File: src/rtl/instruction_fetch_queue_pkg.sv
// Shared constants and helpers for the instruction fetch queue.
package instruction_fetch_queue_pkg;

    localparam int                WORD_W  = 32;
    localparam int                ENTRY_W = 2 * WORD_W;
    localparam logic [WORD_W-1:0] PC_INCR = 32'd4;

    // Counters must hold 0..depth inclusive.
    function automatic int cnt_w(input int depth);
        return $clog2(depth + 1);
    endfunction

endpackage

File: src/rtl/instruction_fetch_queue_fetch_fifo.sv
// DEPTH-entry queue of {pc, instr} entries; head is visible combinationally.
module fetch_fifo
    import instruction_fetch_queue_pkg::*;
#(
    parameter int DEPTH = 4,
    parameter int CW    = cnt_w(DEPTH)
) (
    input  logic               clk,
    input  logic               rst_n,
    input  logic               push,
    input  logic               pop,
    input  logic               flush,
    input  logic [ENTRY_W-1:0] push_data,
    output logic [ENTRY_W-1:0] head_data,
    output logic [CW-1:0]      count
);

    localparam int AW = (DEPTH > 1) ? $clog2(DEPTH) : 1;

    logic [ENTRY_W-1:0] mem_q [DEPTH];
    logic [ENTRY_W-1:0] mem_d [DEPTH];
    logic [AW-1:0]      wr_ptr_q, wr_ptr_d;
    logic [AW-1:0]      rd_ptr_q, rd_ptr_d;
    logic [CW-1:0]      count_q, count_d;
    logic               do_push, do_pop;

    always_comb begin
        do_push  = push && !flush && (count_q != CW'(DEPTH));
        do_pop   = pop && !flush && (count_q != '0);
        mem_d    = mem_q;
        wr_ptr_d = wr_ptr_q;
        rd_ptr_d = rd_ptr_q;
        count_d  = count_q;
        if (flush) begin
            wr_ptr_d = '0;
            rd_ptr_d = '0;
            count_d  = '0;
        end else begin
            if (do_push) begin
                mem_d[wr_ptr_q] = push_data;
                wr_ptr_d        = wr_ptr_q + AW'(1);
            end
            if (do_pop) begin
                rd_ptr_d = rd_ptr_q + AW'(1);
            end
            count_d = count_q + CW'(do_push) - CW'(do_pop);
        end
    end

    always_ff @(posedge clk or negedge rst_n) begin
        if (!rst_n) begin
            for (int i = 0; i < DEPTH; i++) begin
                mem_q[i] <= '0;
            end
            wr_ptr_q <= '0;
            rd_ptr_q <= '0;
            count_q  <= '0;
        end else begin
            mem_q    <= mem_d;
            wr_ptr_q <= wr_ptr_d;
            rd_ptr_q <= rd_ptr_d;
            count_q  <= count_d;
        end
    end

    assign head_data = mem_q[rd_ptr_q];
    assign count     = count_q;

endmodule

File: src/rtl/instruction_fetch_queue.sv
// Fetch front end: credit-limited memory requests, in-order response tagging,
// and redirect flush with discard of in-flight words.
module instruction_fetch_queue
    import instruction_fetch_queue_pkg::*;
#(
    parameter int                DEPTH    = 4,
    parameter logic [WORD_W-1:0] RESET_PC = 32'h0000_0000
) (
    input  logic              clk,
    input  logic              reset,
    output logic              imem_req_valid,
    input  logic              imem_req_ready,
    output logic [WORD_W-1:0] imem_req_addr,
    input  logic              imem_resp_valid,
    input  logic [WORD_W-1:0] imem_resp_data,
    output logic              instr_valid,
    input  logic              instr_ready,
    output logic [WORD_W-1:0] instr,
    output logic [WORD_W-1:0] instr_pc,
    input  logic              redirect,
    input  logic [WORD_W-1:0] redirect_pc
);

    localparam int CW = cnt_w(DEPTH);

    logic [WORD_W-1:0]  fetch_pc_q, fetch_pc_d;
    logic [WORD_W-1:0]  resp_pc_q, resp_pc_d;
    logic [CW-1:0]      outstanding_q, outstanding_d;
    logic [CW-1:0]      discard_q, discard_d;
    logic [CW-1:0]      count;
    logic [CW:0]        in_use;
    logic [WORD_W-1:0]  redirect_base;
    logic [ENTRY_W-1:0] head;
    logic               req_fire, resp_ok, push, pop;

    always_comb begin
        redirect_base = {redirect_pc[WORD_W-1:2], 2'b00};
        // Every queued or in-flight word holds a slot, so a response can never overflow.
        in_use         = {1'b0, count} + {1'b0, outstanding_q};
        imem_req_valid = reset && !redirect && (in_use < (CW+1)'(DEPTH));
        req_fire       = imem_req_valid && imem_req_ready;
        resp_ok        = imem_resp_valid && (outstanding_q != '0);
        push           = resp_ok && (discard_q == '0) && !redirect;
        pop            = instr_valid && instr_ready && !redirect;
        outstanding_d  = outstanding_q + CW'(req_fire) - CW'(resp_ok);
        discard_d      = discard_q;
        fetch_pc_d     = fetch_pc_q;
        resp_pc_d      = resp_pc_q;
        if (redirect) begin
            discard_d  = outstanding_d;
            fetch_pc_d = redirect_base;
            resp_pc_d  = redirect_base;
        end else begin
            if (resp_ok && (discard_q != '0)) begin
                discard_d = discard_q - CW'(1);
            end
            if (req_fire) begin
                fetch_pc_d = fetch_pc_q + PC_INCR;
            end
            if (push) begin
                resp_pc_d = resp_pc_q + PC_INCR;
            end
        end
    end

    always_ff @(posedge clk or negedge reset) begin
        if (!reset) begin
            fetch_pc_q    <= RESET_PC;
            resp_pc_q     <= RESET_PC;
            outstanding_q <= '0;
            discard_q     <= '0;
        end else begin
            fetch_pc_q    <= fetch_pc_d;
            resp_pc_q     <= resp_pc_d;
            outstanding_q <= outstanding_d;
            discard_q     <= discard_d;
        end
    end

    fetch_fifo #(
        .DEPTH (DEPTH),
        .CW    (CW)
    ) u_fifo (
        .clk       (clk),
        .rst_n     (reset),
        .push      (push),
        .pop       (pop),
        .flush     (redirect),
        .push_data ({resp_pc_q, imem_resp_data}),
        .head_data (head),
        .count     (count)
    );

    assign imem_req_addr = fetch_pc_q;
    assign instr_valid   = (count != '0);
    assign instr         = head[WORD_W-1:0];
    assign instr_pc      = head[ENTRY_W-1:WORD_W];

    resp_without_request: assert property (
        @(posedge clk) disable iff (!reset) !(imem_resp_valid && (outstanding_q == '0))
    );

endmodule

File: config.mk
export PLATFORM = sky130hd
export DESIGN_NAME = instruction_fetch_queue
export DESIGN_NICKNAME = d
export VERILOG_FILES = /design/src/rtl/instruction_fetch_queue_pkg.sv /design/src/rtl/instruction_fetch_queue_fetch_fifo.sv /design/src/rtl/instruction_fetch_queue.sv
export SDC_FILE = /design/constraint.sdc
export NUM_CORES = 1
export LEC_CHECK = 0
export ABC_AREA = 1
export CAP_MARGIN = 25
export CORE_ASPECT_RATIO = 0.9
export CORE_MARGIN = 2
export CORE_UTILIZATION = 57
export CTS_CLUSTER_DIAMETER = 150
export CTS_CLUSTER_SIZE = 10
export DETAILED_ROUTE_END_ITERATION = 12
export PLACE_DENSITY = 0.79
export SYNTH_ARGS = -nofsm -noshare
export SYNTH_HDL_FRONTEND = slang
export SYNTH_SLANG_ARGS = --single-unit
File: constraint.sdc
create_clock -name clk -period 3.55 [get_ports clk]
set_input_delay 0.355 -clock clk [delete_from_list [all_inputs] [get_ports clk]]
set_output_delay 0.355 -clock clk [all_outputs]
set_load 0.01 [all_outputs]
==> summary.md <==
| Metric | Value |
|---|---|
| Synth Flop Type | `dfrtp_1` |
| Lkg Pwr | `8.632 nW` |
| Num Clock Sinks | `321` |
| Core Footprint | `26960 um2` |
| Vias in the first global route | `13410` |
| Grt ovf | `0` |
| Deepest clock path buffer count | `3` |
| CP arrival | `2.77 ns` |
| Seq/Total Area, Yosys | `51.38%` |
| Post-synthesis cell count | `1935` |
| Area Growth Syn to Fin | `18.06%` |
| Post-CTS Resized | `0` |
| DRC Markers | `0` |
| Crit path kind | `reg -> out` |
| First-pass GRT wire length | `67980 um` |
| P per Cell Area | `721.3 nW/um2` |
| Max_slew headroom | `45.55%` |
| Hpwl dp | `25590 um` |
| GR Util All Layers | `29.19%` |
| Post-CTS setup buffer count | `0` |
| Detail Route Antenna Nets | `0` |
| Pre-antenna DRT Iters | `6` |
| Async SR Flop Fraction | `100.0%` |
| Yosys warnings | `0` |
| FF+latch count, synth | `321` |
| CTS tree | `done` |
| Area taken by multi-input logic gates | `6399 um2` |
| Fraction of final layout cells sized beyond drive strength 1 | `4.565%` |
| EDFF count, synth | `0` |
| Syn avg cell area | `8.079 um2` |
| Worst Skew | `0.01882 ns` |
| RSZ-0062 raised after global routing | `no` |
| Setup TNS | `0 ns` |
| Max VDD drop | `0.3576 mV` |
| Chip height | `161.1 um` |
| Slew @ Worst Pin | `0.8167 ns` |
| Via density | `5.748` |
| Via count | `13870` |
| Fillers | `2139` |
| Tightest Hold Check Type | `in -> async` |
| Max Cap Violations | `0` |
| Final GP Congestion | `0.9457` |
| Die Width | `178.6 um` |
| WL per Instance | `17.00 um` |
| Largest area contributor in the netlist | `dfrtp_1` |
| # port buffers | `161` |
| Final Hold Viols | `0` |
| Fmax | `319.5 MHz` |
| N_diodes | `0` |
| Clock root cell | `clkbuf_16` |
| Initial Util | `57.99%` |
| Worst Reg-to-Reg Cells | `13` |
| Clock transition at path regs | `0.06 ns` |
| Synth top cells by count | `486 x nand2_1, 321 x dfrtp_1, 232 x o21ai_1` |
| CTS HTree Levels | `2` |
| Max-slew violations | `0` |
| Worst R2R Start | `outstanding_q[1]` |
| Min Tclk post-route | `3.130 ns` |
| Die area | `28770 um2` |
| Crit-path max FO | `48` |
| Row count | `57` |
| Count leader, synth | `nand2_1` |
| Status | `finished clean` |
| Mapped cell area | `15630 um2` |
| Clock latency on the worst-skew pair | `0.52 ns` |
| CP required | `3.19 ns` |
| Initial drt markers | `1494` |
| I/O Pins | `168` |
| WL final | `41030 um` |
| Sequential cell area | `8038 um2` |
| Final Setup Violations | `0` |
| Worst Setup SP | `u_fifo.rd_ptr_q[1]` |
| Fin util | `68.47%` |
| Final Net Count | `2141` |
| Final period utilization | `88.16%` |
| Post-CTS Hold Fix Bufs | `1` |
| Largest net degree at the start of global routing | `115` |
| Synth top area cells | `dfrtp_1 51%, nand2_1 12%, o21ai_1 7.4%` |
| Initial antenna violation count | `0` |
| CTS Buf Count | `38` |
| Area share of the largest cell type after synthesis | `51.38%` |
| Synth unique cells | `39` |
| Startpoint types | `flop` |
| CP endpoint kind | `output pin` |
-- per-layer routing --
metal	part of all wire (%)	global-route usage (%)	up-vias
met5	0	0	-
li1	-	-	6570
met4	2.2	8.980	0
met1	45	43.11	6639
met2	46	45.24	586
met3	7.1	3.814	74
-- path summary, 6_finish.rpt --
path | endpoint | slack, ns
setup / recovery | instr_pc[13] | 0.42
hold / removal | u_fifo.mem_q[68] | 0.33
setup reg to reg | discard_q[2] | 0.83
hold reg to reg | u_fifo.mem_q[79] | 0.48
max in group asynchronous | u_fifo.rd_ptr_q[0] | 1.29
min in group clk | imem_req_addr[29] | 0.47
-- state kept, by name, summed over array words and instances (netlist names) --
name,flops
u_fifo.wr_ptr_q,2
u_fifo.count,3
resp_pc_q,30
outstanding_q,3
u_fifo.rd_ptr_q,2
u_fifo.mem_q,248
discard_q,3
imem_req_addr,30
-- power breakdown --
part           switching, W  internal (W)  total (W)
combinational       0.00258       0.00216    0.00474
sequential         0.000604       0.00451    0.00511
clock               0.00143       0.00203    0.00346
-- placed cells by master, fill, tap and decap left out, types with 2 or more instances in the layout --
| cell type | instances |
|---|---|
| a31oi_1 | 2 |
| nand4_1 | 7 |
| xnor2_1 | 5 |
| nand3_1 | 70 |
| fa_1 | 2 |
| o211ai_1 | 18 |
| nor2_1 | 206 |
| o21bai_1 | 5 |
| conb_1 | 4 |
| a21oi_1 | 17 |
| xor2_1 | 15 |
| dfrtp_1 | 319 |
| nand2_2 | 3 |
| nor3b_1 | 2 |
| nor3_1 | 15 |
| inv_1 | 142 |
| o22ai_1 | 62 |
| clkbuf_1 | 2 |
| nand2_4 | 5 |
| o21ai_2 | 8 |
| buf_4 | 14 |
| clkdlybuf4s50_1 | 160 |
| clkbuf_16 | 41 |
| nand2_1 | 486 |
| buf_12 | 10 |
| or2_2 | 2 |
| o21ai_0 | 172 |
| clkinv_1 | 2 |
| ha_1 | 14 |
| buf_16 | 2 |
| o21ai_1 | 232 |
-- critical path, stage by stage (launching register included) --
cell and delay, ns:
dfrtp_2 0.58, clkinv_1 0.12, buf_4 0.47, o21ai_0 0.17
o22ai_1 0.26, clkdlybuf4s50_1 0.60
-- stage by stage --
stage          cell area [um2]  cells  hold WS [ns]  total power [W]  setup WS, ns
2_1_floorplan            15650   1938       0.05941         0.007689        0.9545
3_3_place_gp             17350   2366        0.2695         0.009687        0.7640
3_5_place_dp             17350   2366        0.2720         0.009831        0.7365
4_1_cts                  18400   2411        0.3332          0.01333        0.4292
5_1_grt                  18460   2413        0.3639          0.01415        0.3191
6_report                 18460   2413        0.3286          0.01331        0.4203
-- cells by family (layout without fill, tap and decap cells) --
kind of cell / count (synthesis) / count (layout) / share of synthesized area (%)
buffers and inverters: 257 / 378 / 7.763
adder cells (fa/ha/maj): 16 / 16 / 1.377
XOR/XNOR: 20 / 20 / 1.120
AO/OA/AOI/OAI: 518 / 518 / 17.70
flip-flops: 321 / 321 / 51.38
AND/OR/NAND/NOR: 802 / 802 / 20.64
other: 1 / 4 / 0.02399
-- area by class of cell --
| class | count | share of cell area (%) |
|---|---|---|
| clock buffers | 43 | 5.599 |
| clock inverters | 1 | 0.04745 |
| inverters | 146 | 2.976 |
| multi-input cells | 1360 | 34.67 |
| flip-flops and latches | 321 | 43.55 |
| well taps | 354 | 2.400 |
| repair buffers | 188 | 10.76 |
(Power assumes the default switching activity.)
